===== src/rtl/in_port_fifo.sv =====
// in_port_fifo: CPU-side input port. An external device pushes words through a
// valid/ready handshake into a small show-ahead FIFO. The datapath reads the
// head word and pops it with a one-cycle read pulse. Sticky overrun/underrun
// flags record protocol violations on either side.
module in_port_fifo #(
  parameter int unsigned DATA_W = 32,
  parameter int unsigned DEPTH  = 4
) (
  input  logic                     clock,
  input  logic                     clr,
  input  logic [DATA_W-1:0]        ext_data,
  input  logic                     ext_valid,
  output logic                     ext_ready,
  input  logic                     inport_rd,
  output logic [DATA_W-1:0]        inport_data,
  output logic                     data_avail,
  output logic [$clog2(DEPTH):0]   count,
  output logic                     overrun,
  output logic                     underrun,
  input  logic                     flag_clr
);

  localparam int unsigned AW = $clog2(DEPTH);
  localparam int unsigned CW = AW + 1;
  localparam logic [CW-1:0] FULL_COUNT = CW'(DEPTH);

  logic [DATA_W-1:0] mem [DEPTH];
  logic [AW-1:0]     wr_ptr;
  logic [AW-1:0]     rd_ptr;
  logic              push;
  logic              pop;

  // Handshake decode and show-ahead head word; full/empty come from count alone.
  always_comb begin
    ext_ready   = (count != FULL_COUNT);
    data_avail  = (count != '0);
    push        = ext_valid & ext_ready;
    pop         = inport_rd & data_avail;
    inport_data = data_avail ? mem[rd_ptr] : '0;
  end

  // Storage array: written on accepted push, never reset (invisible while empty).
  always_ff @(posedge clock) begin
    if (push) begin
      mem[wr_ptr] <= ext_data;
    end
  end

  // Pointers and occupancy; pointers wrap naturally at AW bits.
  always_ff @(posedge clock or posedge clr) begin
    if (clr) begin
      wr_ptr <= '0;
      rd_ptr <= '0;
      count  <= '0;
    end else begin
      if (push) begin
        wr_ptr <= wr_ptr + 1'b1;
      end
      if (pop) begin
        rd_ptr <= rd_ptr + 1'b1;
      end
      if (push && !pop) begin
        count <= count + 1'b1;
      end else if (pop && !push) begin
        count <= count - 1'b1;
      end
    end
  end

  // Sticky error flags; a new event on the same edge as flag_clr keeps the flag set.
  always_ff @(posedge clock or posedge clr) begin
    if (clr) begin
      overrun  <= 1'b0;
      underrun <= 1'b0;
    end else begin
      if (ext_valid && !ext_ready) begin
        overrun <= 1'b1;
      end else if (flag_clr) begin
        overrun <= 1'b0;
      end
      if (inport_rd && !data_avail) begin
        underrun <= 1'b1;
      end else if (flag_clr) begin
        underrun <= 1'b0;
      end
    end
  end

endmodule


===== config.mk =====
export PLATFORM = sky130hd
export DESIGN_NAME = in_port_fifo
export DESIGN_NICKNAME = d
export VERILOG_FILES = /design/src/rtl/in_port_fifo.sv
export SDC_FILE = /design/constraint.sdc
export NUM_CORES = 1
export LEC_CHECK = 0
export ABC_CLOCK_PERIOD_IN_PS = 5800
export CAP_MARGIN = 5
export CORE_UTILIZATION = 58
export CTS_CLUSTER_DIAMETER = 120
export DETAILED_ROUTE_END_ITERATION = 16
export PLACE_DENSITY = 0.84
export SLEW_MARGIN = 30
export SYNTH_ARGS = -nofsm -noshare
export SYNTH_HDL_FRONTEND = slang
export SYNTH_SLANG_ARGS = --single-unit

===== constraint.sdc =====
create_clock -name clock -period 5.8 [get_ports clock]
set_input_delay 1.45 -clock clock [delete_from_list [all_inputs] [get_ports clock]]
set_output_delay 1.45 -clock clock [all_outputs]
set_load 0.02 [all_outputs]

# Word-level counts from Yosys, hierarchy flattened
# Memory sizes are Yosys's and may differ from the RTL's.
# Index checks and enable logic that the tools add are counted.
[op_classes]
addsub = 4
multipliers = 0
n_div = 0
magnitude_cmp = 0
eq_ne = 1
shift = 0
n_mux = 8
bitwise_logic = 2
reduce_logical = 12
[ops]
columns = ["cell", "count"]
rows = [
  ["32-bit two-way mux", 1],
  ["3-bit two-way mux", 2],
  ["2-bit nonzero test", 3],
  ["1-bit two-way mux", 5],
  ["2-bit by 1-bit adder with 2-bit output (second input constant)", 2],
  ["1-bit logical AND", 4],
  ["1-bit logical NOT", 4],
  ["3-bit by 1-bit adder with 3-bit output (second input constant)", 1],
  ["3-bit inequality test (second input constant)", 1],
  ["3-bit nonzero test", 1],
  ["3-bit by 1-bit subtractor with 3-bit output (second input constant)", 1],
  ["1-bit bitwise AND", 2],
]
[totals]
reg_bits = 9
latch_bits = 0
mem_bits_rw = 128
romBits = 0
input_bits = 37
out_inout_bits = 39
memories = 1
[mem_list]
columns = ["memory", "words", "width", "read_ports", "rd_clocked_by_memory_dff", "wr", "line", "text"]
rows = [
  ["mem", 4, 32, 1, 0, 1, "27", "logic [DATA_W-1:0] mem [DEPTH];"],
]

# Logic depth before layout (Yosys ltp)
[logic_depth]
word_depth = 6
mapped_depth = 9
ltp_nobuf = 8

# Worst setup path after synthesis
# Ideal clock, no wire load.
[synth_timing]
kind = "input -> register"
from = "in ext_valid"
to = "mem mem[0][0] (enable)"
setup_time_ns = 0.392
arrival_time_ns = 2.520
t_required_ns = 5.408
slack_ns = 2.888
cell_stages = 3
n_path_buf = 1
cell_sequence = "nor2b_1 buf_2 and2_1"
[synth_via]
elab_chain_cells = 3
[synth_lines]
columns = ["item", "line", "text"]
rows = [
  ["start: declaration", "12", "input logic ext_valid,"],
  ["1-bit bitwise AND", "37", "push = ext_valid & ext_ready;"],
  ["via push", "30", "logic push;"],
  ["1-bit two-way mux", "44", "if (push) begin"],
  ["1-bit two-way mux (implied by the code)", "45", "mem[wr_ptr] <= ext_data;"],
  ["end: declaration", "27", ""],
]
# The timed path passes the listed nets, and every way through them passes these cells.

# Final worst setup path
[layout_timing]
from = "reg rd_ptr[0]"
to = "out inport_data[13]"
[layout_via]
elab_chain_cells = 2
[layout_lines]
columns = ["item", "line", "text"]
rows = [
  ["start: declaration", "29", "logic [AW-1:0] rd_ptr;"],
  ["start signal: assignment", "60", "rd_ptr <= rd_ptr + 1'b1;"],
  ["memory read 4 x 32 bit", "-", ""],
  ["32-bit two-way mux", "39", "inport_data = data_avail ? mem[rd_ptr] : '0;"],
  ["end: declaration", "15", "output logic [DATA_W-1:0] inport_data,"],
]
# Every way passes these cells.

==> key figures <==
Detailed routing
  • WL final: 9597 um
  • Drt first pass iters: 6
  • Avg WL per Cell: 21.23 um
  • DRC viols: 0
  • Initial DRC Count: 164
  • Detail Route Antenna Nets: 0
  • Vias/cell: 5.690
  • Via count: 2572

Timing
  • Final setup vio count: 0
  • Worst Max-Slew Pin Slew: 0.8952 ns
  • RSZ-0062 raised after global routing: no
  • Layout Skew: 0.006689 ns
  • Slew HR: 40.32%
  • FMAX: 0.2333 GHz
  • Setup TNS: 0 ns
  • Final hold vios: 0
  • Min Tclk post-route: 4.286 ns
  • Period Utilization, post-route: 73.90%
  • Max-slew violations: 0

Yosys
  • Post-synth net total: 292
  • Mapped Cells: 249
  • Synth Cell Area: 5381 um^2
  • Post-synthesis sequential area ratio: 75.61%
  • Synth warn: 0
  • Synth cell types: 24
  • Synth Area per Inst: 21.61 um^2
  • Post-synthesis register bit count: 137

Setup path
  • Worst Setup Start Kind: flop
  • Top delay family on crit path: flip-flops
  • Critical path buffer and inverter count: 2
  • Max stage delay cell, worst path: dfrtp_4
  • Critical setup path kind: flop to output pin
  • Crit-path cells: buf_4 > mux4_2 > and2_1 > clkdlybuf4s50_1
  • Crit path DAT: 2.84 ns
  • Crit end category: output pin
  • Worst endpoint required time: 4.35 ns
  • Worst-path fanout max: 31
  • Largest stage delay, worst path: 0.81 ns

Placed design
  • Placed inst area: 6175 um^2
  • Hpwl dp: 5242 um
  • # placed instances: 420
  • GPL Wtd Cong: 0.7058
  • PortBufs: 75

Power and ir drop
  • Clock Power Share: 28.0%
  • Pwr Total: 0.003936 W
  • IR drop worst, VDD: 0.3573 mV
  • Internal: 0.002735 W
  • Switching pwr: 0.001201 W
  • Gate power share: 34.1%
  • Switching Share: 30.51%
  • Pwr Density: 579.5 nW/um^2
  • Sequential fraction of design power: 37.9%
  • Leak: 2.294 nW

Final layout
  • Post-Layout Cell Count: 452
  • Syn-to-layout area delta: 26.20%
  • N_diodes: 0
  • Post-route cell area: 6792 um^2
  • Final core occ: 76.75%
  • Layout cells sized above 1: 19.77%
  • Nets: 374

Floorplanning
  • IO Pins: 76
  • Row count: 34
  • Core Box Area: 8848 um^2
  • Die H: 98.33 um
  • Die area: 9668 um^2
  • Starting Density: 60.82%
  • Die Wd: 98.33 um

Global routing
  • Antenna violations before repair: 0
  • GRT Residual Overflow: 0
  • GRT Util Overall: 22.24%
  • Largest net degree at the start of global routing: 37
  • First-pass GRT wire length: 15060 um
  • Vias in the first global route: 2782

CTS
  • CTS tree: done
  • PostCTS Resize Cnt: 0
  • CTS buffer count: 17
  • # Post-CTS Setup Buffers: 0
  • Cts hold-fix bufs: 0
  • Clock buffer depth: 2
  • Clock sinks: 137
  • Clock slew at reported path FFs: 0.06 ns
  • CTS root buffer: clkbuf_8
  • H-tree depth: 4
  • Skew-Pair Late Insertion Delay: 0.51 ns

Worst hold path
  • Hold crit path type: flop to flop

Flow run
  • MaxCap Viol Count: 0

Outcome
  • Status: finished clean
==> through the flow <==
step / hold WS (ns) / setup WS [ns]
2_1_floorplan: 0.5116 / 2.888
3_3_place_gp: 0.5052 / 1.758
3_5_place_dp: 0.5093 / 2.029
4_1_cts: 0.5216 / 1.433
5_1_grt: 0.5413 / 1.342
6_report: 0.5118 / 1.514
==> power groups by stage <==
stage                     combinational, W  clock (W)  sequential [W]
final                              0.00134    0.00110         0.00149
after global routing               0.00142    0.00116         0.00152
after CTS                          0.00136    0.00112         0.00150
after detailed placement           0.00134          0         0.00152
after global placement             0.00132          0         0.00150
after floorplan                   0.000927          0         0.00140
==> routing by layer <==
metal | vias to the layer above | track usage [%] | wire length [um]
li1 | 1152 | - | -
met1 | 1334 | 26.14 | 3817
met2 | 75 | 38.57 | 5193
met3 | 11 | 7.659 | 452
met4 | 0 | 7.463 | 133
met5 | - | 0 | 0
==> Yosys cell counts <==
library cell	instances	area, um^2
ha_1	5	62.56
nand3_1	1	5.000
xnor2_1	4	35.03
edfxtp_1	128	3844
nor2b_1	1	6.260
nor3b_2	1	12.51
buf_12	3	60.06
clkbuf_1	4	15.01
mux4_1	4	105.1
inv_1	8	30.03
or3_1	1	6.260
and2_1	36	225.2
nor2_1	1	3.750
mux4_2	28	630.6
fa_1	1	20.02
buf_6	1	11.26
dfrtp_1	9	225.2
mux2_2	1	11.26
o22ai_1	1	6.260
buf_2	5	25.02
nand2_1	2	7.510
o21ai_0	1	5.000
mux2_1	1	11.26
xor2_1	2	17.52
==> flip-flops by register name, indices dropped and copies added (netlist names) <==
name	count
mem	128
count	3
rd_ptr	2
wr_ptr	2
overrun	1
underrun	1
==> layout make-up <==
| type | count | area (um^2) |
|---|---|---|
| sequential | 137 | 4074 |
| fill | 485 | 2057 |
| multi-input combinational | 91 | 1177 |
| timing repair buffer | 76 | 758.2 |
| clock buffer | 18 | 417.9 |
| clock inverter | 14 | 198.9 |
| tap | 108 | 135.1 |
| inverter | 8 | 30.03 |
==> cell usage in the layout, fill, tap and decap left out, drive strengths merged, types with 3 or more instances in the layout <==
master	instances
dfrtp	9
inv	9
clkdlybuf4s50	75
clkinvlp	3
clkbuf	18
mux4	32
edfxtp	128
clkinv	6
and2	36
bufinv	4
ha	5
xnor2	4
==> cell families (layout without fill, tap and decap cells) <==
logic type | Yosys count | in the layout | share of synthesized area [%]
mux | 34 | 34 | 14.09
fa+ha+maj | 6 | 6 | 1.535
buf+inv | 21 | 116 | 2.627
simple gates | 43 | 43 | 4.952
compound gates | 2 | 2 | 0.2092
xor+xnor | 6 | 6 | 0.9765
flops | 137 | 137 | 75.61
==> final timing paths <==
path / end / start / slack [ns] / cells after the start
setup / recovery: inport_data[13] / rd_ptr[0] / 1.51 / 4
hold / removal: count[2] / count[2] / 0.51 / 1
setup reg to reg: count[2] / count[0] / 3.18 / 8
hold reg to reg: count[2] / count[2] / 0.51 / 1
max in group asynchronous: rd_ptr[0] / clr / 4.33 / 2
min in group asynchronous: underrun / clr / 1.19 / 2
==> worst reg2reg max path: stages, from the launching register on <==
cell and delay (ns):
dfrtp_1 0.45, or3_2 0.78, nand2_1 0.25, ha_1 0.20, inv_1 0.06, fa_1 0.37, xor2_1 0.17, nor2_1 0.11
xor2_1 0.15
Power figures use the tool's default switching activity.
